File: config.mk
export PLATFORM = sky130hd
export DESIGN_NAME = display_scan_controller_flat
export DESIGN_NICKNAME = d
export VERILOG_FILES = /design/src/rtl/display_pkg.sv /design/src/rtl/display_scan_controller_if.sv /design/src/rtl/scan_timer.sv /design/src/rtl/display_scan_controller.sv /design/src/flat_wrapper.sv
export SDC_FILE = /design/constraint.sdc
export NUM_CORES = 1
export LEC_CHECK = 0
export CAP_MARGIN = 20
export CORE_MARGIN = 2
export CORE_UTILIZATION = 40
export DETAILED_ROUTE_END_ITERATION = 6
export GPL_TIMING_DRIVEN = 0
export PLACE_DENSITY_LB_ADDON = 0.15
export SYNTH_ARGS = -nofsm -noshare
export SYNTH_HDL_FRONTEND = slang
export SYNTH_SLANG_ARGS = --single-unit
File: constraint.sdc
create_clock -name clk -period 4.2 [get_ports clk]
set_input_delay 0.63 -clock clk [delete_from_list [all_inputs] [get_ports clk]]
set_output_delay 0.63 -clock clk [all_outputs]
set_load 0.02 [all_outputs]
File: src/rtl/display_pkg.sv
// Shared types and constants for the two-digit display scan controller.
package display_pkg;

  // Scan sequence: dark gap, ones digit, dark gap, tens digit.
  typedef enum logic [1:0] {
    BLANK0 = 2'd0,
    DIG0   = 2'd1,
    BLANK1 = 2'd2,
    DIG1   = 2'd3
  } scan_state_t;

  localparam logic [3:0] DIGIT_BLANK = 4'hF;
  localparam logic [1:0] ANODE_OFF   = 2'b11;
  localparam logic [3:0] BCD_MAX     = 4'd9;

  // A digit is kept dark when its code is not BCD, or when it is a zero that
  // the caller wants suppressed (leading-zero blanking of the tens digit).
  function automatic logic digit_dark(input logic [3:0] value, input logic blank_zero);
    return (value > BCD_MAX) || (blank_zero && (value == 4'd0));
  endfunction

endpackage

File: src/rtl/display_scan_controller_if.sv
// Update handshake carrying a new ones/tens digit pair into the scan controller.
interface display_scan_controller_if;

  logic       upd_valid;
  logic       upd_ready;
  logic [3:0] ones_in;
  logic [3:0] tens_in;

  modport master (
    output upd_valid,
    output ones_in,
    output tens_in,
    input  upd_ready
  );

  modport slave (
    input  upd_valid,
    input  ones_in,
    input  tens_in,
    output upd_ready
  );

endinterface

File: src/rtl/scan_timer.sv
// Slot counter: counts cycles within the current scan state and flags the last one.
module scan_timer #(
  parameter int unsigned WIDTH = 8
) (
  input  logic             clk,
  input  logic             rst,
  input  logic             run,
  input  logic             clear,
  input  logic [WIDTH-1:0] terminal,
  output logic             done
);

  logic [WIDTH-1:0] count_q, count_d;

  // Done marks the final cycle of a slot; the owner clears the count on it.
  assign done = run && (count_q == terminal);

  // Next count: clear wins over advance.
  always_comb begin
    count_d = count_q;
    if (clear) begin
      count_d = '0;
    end else if (run) begin
      count_d = count_q + WIDTH'(1);
    end
  end

  // Count register with synchronous reset.
  always_ff @(posedge clk) begin
    if (rst) begin
      count_q <= '0;
    end else begin
      count_q <= count_d;
    end
  end

endmodule

File: src/rtl/display_scan_controller.sv
// Two-digit common-anode scan controller sharing one seven-segment decoder.
// New digit pairs are shadowed and only take effect at frame boundaries.
module display_scan_controller
  import display_pkg::*;
#(
  parameter int unsigned REFRESH_DIV  = 100000,
  parameter int unsigned BLANK_CYCLES = 1000,
  parameter int unsigned LZ_BLANK     = 1
) (
  input  logic                             clk,
  input  logic                             rst,
  input  logic                             en,
  display_scan_controller_if.slave         upd,
  output logic [3:0]                       dec_bcd,
  output logic [1:0]                       an_n,
  output logic                             frame_tick,
  output logic                             bcd_err
);

  localparam int unsigned CntW = $clog2(REFRESH_DIV);
  localparam logic [CntW-1:0] BlankTerm = CntW'(BLANK_CYCLES - 1);
  localparam logic [CntW-1:0] DigTerm   = CntW'(REFRESH_DIV - BLANK_CYCLES - 1);

  scan_state_t state_q, state_d;

  logic [3:0] ones_q, ones_d;
  logic [3:0] tens_q, tens_d;
  logic [3:0] pend_ones_q, pend_ones_d;
  logic [3:0] pend_tens_q, pend_tens_d;
  logic       pending_q, pending_d;
  logic [3:0] dec_bcd_q, dec_bcd_d;
  logic [1:0] an_n_q, an_n_d;
  logic       frame_tick_q, frame_tick_d;
  logic       bcd_err_q, bcd_err_d;

  logic [CntW-1:0] slot_term;
  logic            slot_done;
  logic            slot_clear;
  logic            xfer;
  logic            boundary;
  logic            apply;
  logic            ones_dark, tens_dark;
  logic [3:0]      ones_code, tens_code;

  assign upd.upd_ready = !pending_q;
  assign dec_bcd       = dec_bcd_q;
  assign an_n          = an_n_q;
  assign frame_tick    = frame_tick_q;
  assign bcd_err       = bcd_err_q;

  // Counter restarts on every state change, including the forced return to BLANK0.
  assign slot_clear = slot_done || !en;

  scan_timer #(
    .WIDTH (CntW)
  ) u_scan_timer (
    .clk      (clk),
    .rst      (rst),
    .run      (en),
    .clear    (slot_clear),
    .terminal (slot_term),
    .done     (slot_done)
  );

  // Scan FSM next state; disabling forces a restart from a full blank.
  always_comb begin
    state_d   = state_q;
    slot_term = DigTerm;
    if ((state_q == BLANK0) || (state_q == BLANK1)) begin
      slot_term = BlankTerm;
    end
    if (!en) begin
      state_d = BLANK0;
    end else if (slot_done) begin
      unique case (state_q)
        BLANK0:  state_d = DIG0;
        DIG0:    state_d = BLANK1;
        BLANK1:  state_d = DIG1;
        DIG1:    state_d = BLANK0;
        default: state_d = BLANK0;
      endcase
    end
  end

  // Handshake and shadow registers; pending values land only on a frame
  // boundary, or immediately while the display is disabled.
  always_comb begin
    xfer         = upd.upd_valid && !pending_q;
    boundary     = en && (state_q == DIG1) && slot_done;
    apply        = pending_q && (boundary || !en);
    pend_ones_d  = pend_ones_q;
    pend_tens_d  = pend_tens_q;
    pending_d    = pending_q;
    ones_d       = ones_q;
    tens_d       = tens_q;
    bcd_err_d    = bcd_err_q;
    frame_tick_d = boundary;
    if (xfer) begin
      pend_ones_d = upd.ones_in;
      pend_tens_d = upd.tens_in;
      pending_d   = 1'b1;
    end else if (apply) begin
      pending_d = 1'b0;
    end
    if (apply) begin
      ones_d    = pend_ones_q;
      tens_d    = pend_tens_q;
      bcd_err_d = bcd_err_q || (pend_ones_q > BCD_MAX) || (pend_tens_q > BCD_MAX);
    end
  end

  // Registered display outputs for the state being entered; blank slots preload
  // the decoder with the code of the digit that follows.
  always_comb begin
    ones_dark = digit_dark(ones_d, 1'b0);
    tens_dark = digit_dark(tens_d, LZ_BLANK != 0);
    ones_code = ones_dark ? DIGIT_BLANK : ones_d;
    tens_code = tens_dark ? DIGIT_BLANK : tens_d;
    an_n_d    = ANODE_OFF;
    dec_bcd_d = DIGIT_BLANK;
    if (en) begin
      unique case (state_d)
        BLANK0: dec_bcd_d = ones_code;
        DIG0: begin
          dec_bcd_d = ones_code;
          an_n_d    = {1'b1, ones_dark};
        end
        BLANK1: dec_bcd_d = tens_code;
        DIG1: begin
          dec_bcd_d = tens_code;
          an_n_d    = {tens_dark, 1'b1};
        end
        default: dec_bcd_d = DIGIT_BLANK;
      endcase
    end
  end

  // State, shadow and output registers with synchronous reset.
  always_ff @(posedge clk) begin
    if (rst) begin
      state_q      <= BLANK0;
      ones_q       <= 4'd0;
      tens_q       <= 4'd0;
      pend_ones_q  <= 4'd0;
      pend_tens_q  <= 4'd0;
      pending_q    <= 1'b0;
      dec_bcd_q    <= 4'h0;
      an_n_q       <= ANODE_OFF;
      frame_tick_q <= 1'b0;
      bcd_err_q    <= 1'b0;
    end else begin
      state_q      <= state_d;
      ones_q       <= ones_d;
      tens_q       <= tens_d;
      pend_ones_q  <= pend_ones_d;
      pend_tens_q  <= pend_tens_d;
      pending_q    <= pending_d;
      dec_bcd_q    <= dec_bcd_d;
      an_n_q       <= an_n_d;
      frame_tick_q <= frame_tick_d;
      bcd_err_q    <= bcd_err_d;
    end
  end

endmodule
File: src/flat_wrapper.sv
// flat-port wrapper written by rule: the top's interface ports become plain ports
module display_scan_controller_flat import display_pkg::*;
#(
  parameter int unsigned REFRESH_DIV  = 100000,
  parameter int unsigned BLANK_CYCLES = 1000,
  parameter int unsigned LZ_BLANK     = 1
)
  (clk, rst, en, dec_bcd, an_n, frame_tick, bcd_err, upd_upd_valid, upd_ones_in, upd_tens_in, upd_upd_ready);
  display_scan_controller_if upd_i ();
  input  logic clk;
  input  logic rst;
  input  logic en;
  output logic [3:0] dec_bcd;
  output logic [1:0] an_n;
  output logic frame_tick;
  output logic bcd_err;
  input wire logic [$bits(upd_i.upd_valid)-1:0] upd_upd_valid;
  input wire logic [$bits(upd_i.ones_in)-1:0] upd_ones_in;
  input wire logic [$bits(upd_i.tens_in)-1:0] upd_tens_in;
  output wire logic [$bits(upd_i.upd_ready)-1:0] upd_upd_ready;
  assign upd_i.upd_valid = upd_upd_valid;
  assign upd_i.ones_in = upd_ones_in;
  assign upd_i.tens_in = upd_tens_in;
  assign upd_upd_ready = upd_i.upd_ready;
  display_scan_controller #(.REFRESH_DIV(REFRESH_DIV), .BLANK_CYCLES(BLANK_CYCLES), .LZ_BLANK(LZ_BLANK)) u_core (.clk(clk), .rst(rst), .en(en), .upd(upd_i), .dec_bcd(dec_bcd), .an_n(an_n), .frame_tick(frame_tick), .bcd_err(bcd_err));
endmodule
==> impl_metrics.py, run 1 <==
metrics = {
    "clocking": {
        "worstSkewPairLatency_ns": 0.29,
        "cts_resized": 0,
        "numCtsBuffers": 5,
        "htree_num_levels": 2,
        "ctsRootBufferMaster": "clkbuf_8",
        "postCtsHoldBufs": 0,
        "cts_setup_buffers": 0,
        "clock_sinks": 44,
        "clk_pin_slew_ns": 0.09,
        "cts_buffer_depth": 2,
        "cts_tree": "done",
    },
    "logic_synthesis": {
        "synth_edf_count": 0,
        "synthSimpleGateAreaFrac": 0.277,
        "synth.area.mux_share": 0.0615,
        "synth_fa_ha_area_frac": 0.0253,
        "yosys.area.top_type": "dfxtp_1",
        "synth_top_cell_area_share": 0.446,
        "yosys_warnings": 0,
        "ys_seq_area_frac": 0.446,
        "postSynthCellCount": 224,
        "synth-compound-area-share": 0.0913,
        "synth_seq_cells": 44,
        "synth_fp_nets": 240,
        "netlist_area_mm2": 0.00197,
        "synth.distinct_cells": 39,
        "async_flop_share": 0,
        "synth_ff_type": "dfxtp_1",
        "synth_top_family_by_area": "simple AND/OR/NAND/NOR gates",
        "syn_area_per_cell_um2": 8.81,
        "synthTopCellsByArea": "dfxtp_1 (45%), nor2_1 (7.0%), nand2_1 (5.7%), mux2i_1 (5.6%), xor2_1 (3.5%)",
        "synth-xor-area-share": 0.0665,
    },
    "worst_setup_path": {
        "ff2ff_setup_slack_ns": 1.62,
        "crit_path_max_fanout": 10,
        "crit_arrival_ns": 2.73,
        "r2r-end": "u_core.dec_bcd[2]",
        "rr_startpoint": "u_core.u_scan_timer.count_q[11]",
        "worst_setup_path_end_kind": "flip-flop",
        "start_kind": "flip-flop",
        "required_ns": 4.35,
        "crit_type": "flip-flop to flip-flop",
        "ff2ff_path_depth": 7,
    },
    "drt": {
        "dr.pass1.iters": 4,
        "antenna_left": 0,
        "num_vias": 1568,
        "avgRoutedWirePerCell_um": 12.7,
        "drt_iter0_drc": 86,
        "drc_errors": 0,
        "avgViaCountPerCell": 4.93,
        "totalWireLength_mm": 4.05,
    },
    "die": {
        "die_w_um": 74.3,
        "initial_core_util": 0.415,
        "ios": 21,
        "die_y_um": 74.3,
        "die_area_mm2": 0.00551,
        "fp.coreArea_mm2": 0.00475,
        "rows": 25,
    },
    "power": {
        "finalPower_uw": 811,
        "peakVddDrop_mv": 0.161,
        "powerDensity_mw_per_mm2": 344,
        "p_leak_nw": 0.815,
    },
    "worst_hold_path": {
        "holdCritPathClass": "flip-flop to flip-flop",
        "min_from": "u_core.u_scan_timer.count_q[0]",
        "hold_depth": 1,
        "holdPathEnd": "u_core.u_scan_timer.count_q[0]",
    },
    "timing": {
        "min_period_over_period": 0.615,
        "setup_tns_ns": 0,
        "fmax_ghz": 0.387,
        "drv_slew": 0,
        "period_needed_ns": 2.58,
        "finalHoldViolCount": 0,
        "tightest_slew_ns": 0.526,
        "skew_ns": 0.0105,
        "rsz0062_at_grt": "false",
        "relSlewSlack": 0.640,
        "setup_viol": 0,
    },
    "placement": {
        "routabilityCongestion": 0.812,
        "io_buffers": 19,
        "place_hpwl_mm": 2.99,
    },
    "global_routing": {
        "grt_max_degree": 15,
        "grt_pass1_vias": 1444,
        "gr-total-overflow": 0,
        "grt_use_total": 0.162,
        "grt_antenna_before_repair": 0,
        "grt_pass1_wl_mm": 6.89,
    },
    "cells_and_area": {
        "mostFrequentLayoutCell": "dfxtp_1",
        "drive_above_1_share": 0.0677,
        "final_net_count": 266,
        "antenna-diode-count": 0,
        "fillCellCount": 493,
        "area_growth_pct": 19.5,
        "final_cell_mix": "dfxtp_1 (44), nor2_1 (37), nand2_1 (30)",
    },
    "status": {
        "status": "finished, final reports clean",
    },
    "run": {
        "maxCapViolations": 0,
    },
}
[Yosys cell counts (2+ instances only)]
cell type and instances:
dfxtp_1 44, nand3b_1 2, inv_1 6, nor2b_1 2, xor2_1 8, a211oi_1 3
nand2b_1 2, nand4b_1 2, o21ai_0 5, and4_1 2, ha_1 4, nor4_1 3
nand2_1 30, a21oi_1 13, nand4_1 5, nor4bb_1 2, nand3_1 4, a221oi_1 3
mux2i_1 11, and3_1 2, nor3_1 6, clkbuf_1 6, xnor2_1 7, nor2_1 37
[worst max-delay path, cell delays in order (launching register included)]
cell and delay (ns):
dfxtp_1 0.37, or4_4 0.54, nor4b_4 0.30, nand2b_1 0.10
buf_6 0.15, or4b_4 0.55, a211oi_4 0.30, a221oi_1 0.13
[sequential cells by signal, summed over array words and instances, names as in the netlist]
name	flops
u_core.frame_tick	1
u_core.u_scan_timer.count_q	17
u_core.pend_ones_q	4
u_core.an_n	2
u_core.dec_bcd	4
u_core.tens_q	4
u_core.state_q	2
u_core.bcd_err	1
u_core.pend_tens_q	4
u_core.pending_q	1
u_core.ones_q	4
[through the flow]
step | utilization | hold WS (ns) | instance area [um^2] | setup slack [ns] | cells
final | 0.496 | 0.459 | 2360 | 1.62 | 318
after global routing | 0.496 | 0.489 | 2360 | 1.45 | 318
after CTS | 0.496 | 0.469 | 2360 | 1.63 | 318
after detailed placement | 0.473 | 0.448 | 2250 | 1.63 | 310
after global placement | 0.473 | 0.437 | 2250 | 1.63 | 310
after floorplan | - | 0.418 | 1970 | 1.76 | 224
[worst max path at each step]
stage                                                from                end  slack (ns)  cells after the start
final                     u_core.u_scan_timer.count_q[11]  u_core.dec_bcd[2]        1.62                      7
after CTS                 u_core.u_scan_timer.count_q[11]  u_core.dec_bcd[2]        1.63                      7
after global routing      u_core.u_scan_timer.count_q[11]  u_core.dec_bcd[2]        1.45                      7
after detailed placement  u_core.u_scan_timer.count_q[11]  u_core.dec_bcd[0]        1.63                      7
after global placement    u_core.u_scan_timer.count_q[11]  u_core.dec_bcd[2]        1.63                      7
after floorplan           u_core.u_scan_timer.count_q[10]  u_core.dec_bcd[2]        1.76                      7
[final cells by class]
class,instances,area [um^2],share of cell area
repair buffers,19,190,0.0806
well taps,67,83.8,0.0355
clock buffers,5,68.8,0.0292
multi-input cells,166,1030,0.436
plain buffers,8,41.3,0.0175
inverters,6,22.5,0.00954
flip-flops and latches,44,881,0.373
clock inverters,3,42.5,0.0180
[power breakdown]
part           total, mW  internal, mW  switching [mW]  leakage (nW)
Clock              0.317         0.176           0.141        0.0541
Sequential         0.434         0.426         0.00763         0.358
Combinational     0.0601        0.0275          0.0327         0.403
Total              0.811         0.630           0.182         0.815
[cell families (layout without fill, tap and decap cells)]
family                   after synthesis  count (layout)
adder cells (fa/ha/maj)                4               4
XOR/XNOR                              15              15
buffers and inverters                 14              41
AND/OR/NAND/NOR                      107             107
AO/OA/AOI/OAI                         28              28
multiplexers                          12              12
flip-flops                            44              44
[metal layers]
metal	routed length, um	GRT usage
met2	1610	0.227
met4	46	0.0536
met5	0	0
met3	99	0.0339
met1	2290	0.247
Note: power is estimated with default switching activity, not from simulation.
==> run 2: changes to the inputs <==
Clock period 4.2 ns to 2.2 ns, I/O delays scaled along.
==> run 2 against run 1 <==
The run now ends with setup timing left. Global-route usage is 0.50 points higher. Clock skew is 0.0068 ns lower. Utilization is 1.3 points higher. Critical path depth stayed put. Clock power is 96% higher. Wire length is 0.62% lower. Sequential share of layout area is 0.72 points lower. Final area is 2.7% higher. Cell count is 0.94% higher. First-iteration DRC count is 13% higher. Critical endpoint unchanged. Largest cell class unchanged.
==> impl_metrics.py, run 2 (synthesis gave the netlist of run 1 again) <==
metrics = {
    "global_routing": {
        "grt_pass1_wl_mm": 7.03,
        "grt_max_degree": 15,
        "grt_pass1_vias": 1478,
        "grt_use_total": 0.167,
        "gr-total-overflow": 0,
        "grt_antenna_before_repair": 0,
    },
    "power": {
        "peakVddDrop_mv": 0.393,
        "intPower_mw": 1.20,
        "finalPower_mw": 1.57,
        "powerDensity_mw_per_mm2": 646,
        "p_leak_nw": 0.838,
        "p_sw_frac": 0.231,
        "pwr-share-comb": 0.075,
        "pwr-share-clk": 0.396,
        "sequentialPowerShare": 0.529,
        "p_switching_uw": 362,
    },
    "drt": {
        "drc_errors": 0,
        "antenna_left": 0,
        "drt_iter0_drc": 97,
        "avgViaCountPerCell": 5.01,
        "dr.pass1.iters": 4,
        "totalWireLength_mm": 4.02,
        "avgRoutedWirePerCell_um": 12.5,
        "num_vias": 1607,
    },
    "cells_and_area": {
        "regArea_um2": 887,
        "regMostFlops": "u_core.u_scan_timer.count_q",
        "fin_util": 0.510,
        "largest_reg_flops": 17,
        "final_cell_mix": "dfxtp_1 (41), nor2_1 (37), nand2_1 (30)",
        "final_net_count": 269,
        "multi_input_area_mm2": 0.00105,
        "antenna-diode-count": 0,
        "mostFrequentLayoutCell": "dfxtp_1",
        "drive_above_1_share": 0.122,
        "area_growth_pct": 22.8,
        "final_cells": 321,
        "fillCellCount": 485,
    },
    "die": {
        "ios": 21,
        "initial_core_util": 0.415,
        "die_w_um": 74.3,
        "die_y_um": 74.3,
        "rows": 25,
        "die_area_mm2": 0.00551,
        "fp.coreArea_mm2": 0.00475,
    },
    "clocking": {
        "cts_tree": "done",
        "htree_num_levels": 2,
        "clk_pin_slew_ns": 0.08,
        "ctsRootBufferMaster": "clkbuf_8",
        "numCtsBuffers": 5,
        "worstSkewPairLatency_ns": 0.30,
        "clock_sinks": 44,
        "cts_buffer_depth": 2,
    },
    "timing": {
        "setup_viol": 11,
        "skew_ns": 0.00370,
        "fin_ws_ns": -0.216,
        "finalHoldViolCount": 0,
        "drv_slew": 0,
        "min_period_over_period": 1.10,
        "fmax_ghz": 0.414,
        "rsz0062_at_grt": "true",
        "relSlewSlack": 0.624,
        "setup_tns_ns": -1.05,
        "hold_ws_ns": 0.463,
        "period_needed_ns": 2.42,
        "tightest_slew_ns": 0.549,
    },
    "worst_setup_path": {
        "required_ns": 2.36,
        "worst_setup_path_end_kind": "flip-flop",
        "cpPeakStageDelay_ns": 0.54,
        "path_cells": "or4_4 > nor4b_4 > nand2b_1 > buf_6 > or4b_4 > a211oi_4 > a221oi_1",
        "crit_path_top_delay_cell": "or4_4",
        "crit_type": "flip-flop to flip-flop",
        "start_kind": "flip-flop",
        "crit_path_max_fanout": 5,
        "crit_arrival_ns": 2.57,
    },
    "placement": {
        "place_inst": 310,
        "place_hpwl_mm": 2.87,
        "routabilityCongestion": 0.798,
        "io_buffers": 19,
    },
    "run": {
        "maxCapViolations": 0,
    },
    "worst_hold_path": {
        "holdCritPathClass": "flip-flop to flip-flop",
    },
    "status": {
        "status": "finished, violations left",
        "violations": "setup timing",
    },
}
## run 2: cell types whose count changed in the layout (fill, tap and decap cells not counted), sizes merged
cell,before,now
clkbuf,11,10
buf,2,6
## run 2: layout make-up
| cell class | instances | area share |
|---|---|---|
| Multi-Input combinational cell | 166 | 0.435 |
| Sequential cell | 44 | 0.366 |
| Timing Repair Buffer | 23 | 0.0909 |
| Tap cell | 67 | 0.0346 |
| Clock buffer | 5 | 0.0284 |
| Buffer | 7 | 0.0186 |
| Clock inverter | 3 | 0.0176 |
| Inverter | 6 | 0.00929 |
## run 2: metal layers
metal	vias up	wire length [um]	GRT usage
met4	0	66	0.0595
li1	832	-	-
met2	29	1570	0.236
met5	-	0	0
met1	740	2230	0.247
met3	6	155	0.0434
## run 2: worst max-delay path: cells and delay by family (launching register included)
| kind | cells | cell delay (ns) |
|---|---|---|
| AOI/OAI and AO/OA | 2 | 0.44 |
| DFF | 1 | 0.33 |
| buffers and inverters | 1 | 0.13 |
| and+or+nand+nor | 4 | 1.37 |
## run 2: what timing repair did
| action | in CTS | in global routing |
|---|---|---|
| pin swaps | 1 | 1 |
| buffers inserted | 4 | 0 |
| endpoints found under the setup margin | 23 | 23 |
| resized for setup | 8 | 3 |
| hold buffers | 0 | 0 |
## run 2: power groups by stage
stage | clock network, mW | logic [mW] | registers [mW]
2_1_floorplan | 0 | 0.0626 | 0.849
3_3_place_gp | 0 | 0.113 | 0.847
3_5_place_dp | 0 | 0.114 | 0.847
4_1_cts | 0.629 | 0.118 | 0.828
5_1_grt | 0.661 | 0.131 | 0.832
6_report | 0.620 | 0.118 | 0.828
## run 2: path summary, 6_finish.rpt
path,cells after the start,endpoint,startpoint,slack (ns)
worst min register to register,1,u_core.u_scan_timer.count_q[0],u_core.u_scan_timer.count_q[0],0.46
worst min-delay path,1,u_core.u_scan_timer.count_q[0],u_core.u_scan_timer.count_q[0],0.46
worst max register to register,7,u_core.dec_bcd[2],u_core.u_scan_timer.count_q[13],-0.22
worst max-delay path,7,u_core.dec_bcd[2],u_core.u_scan_timer.count_q[13],-0.22
## run 2: metrics by stage
step                area [um^2]  setup WS (ns)
CTS                        2420         -0.225
detailed placement         2250         -0.288
floorplan                  1980        -0.0816
finish                     2420         -0.216
global route               2420         -0.294
global placement           2250         -0.306
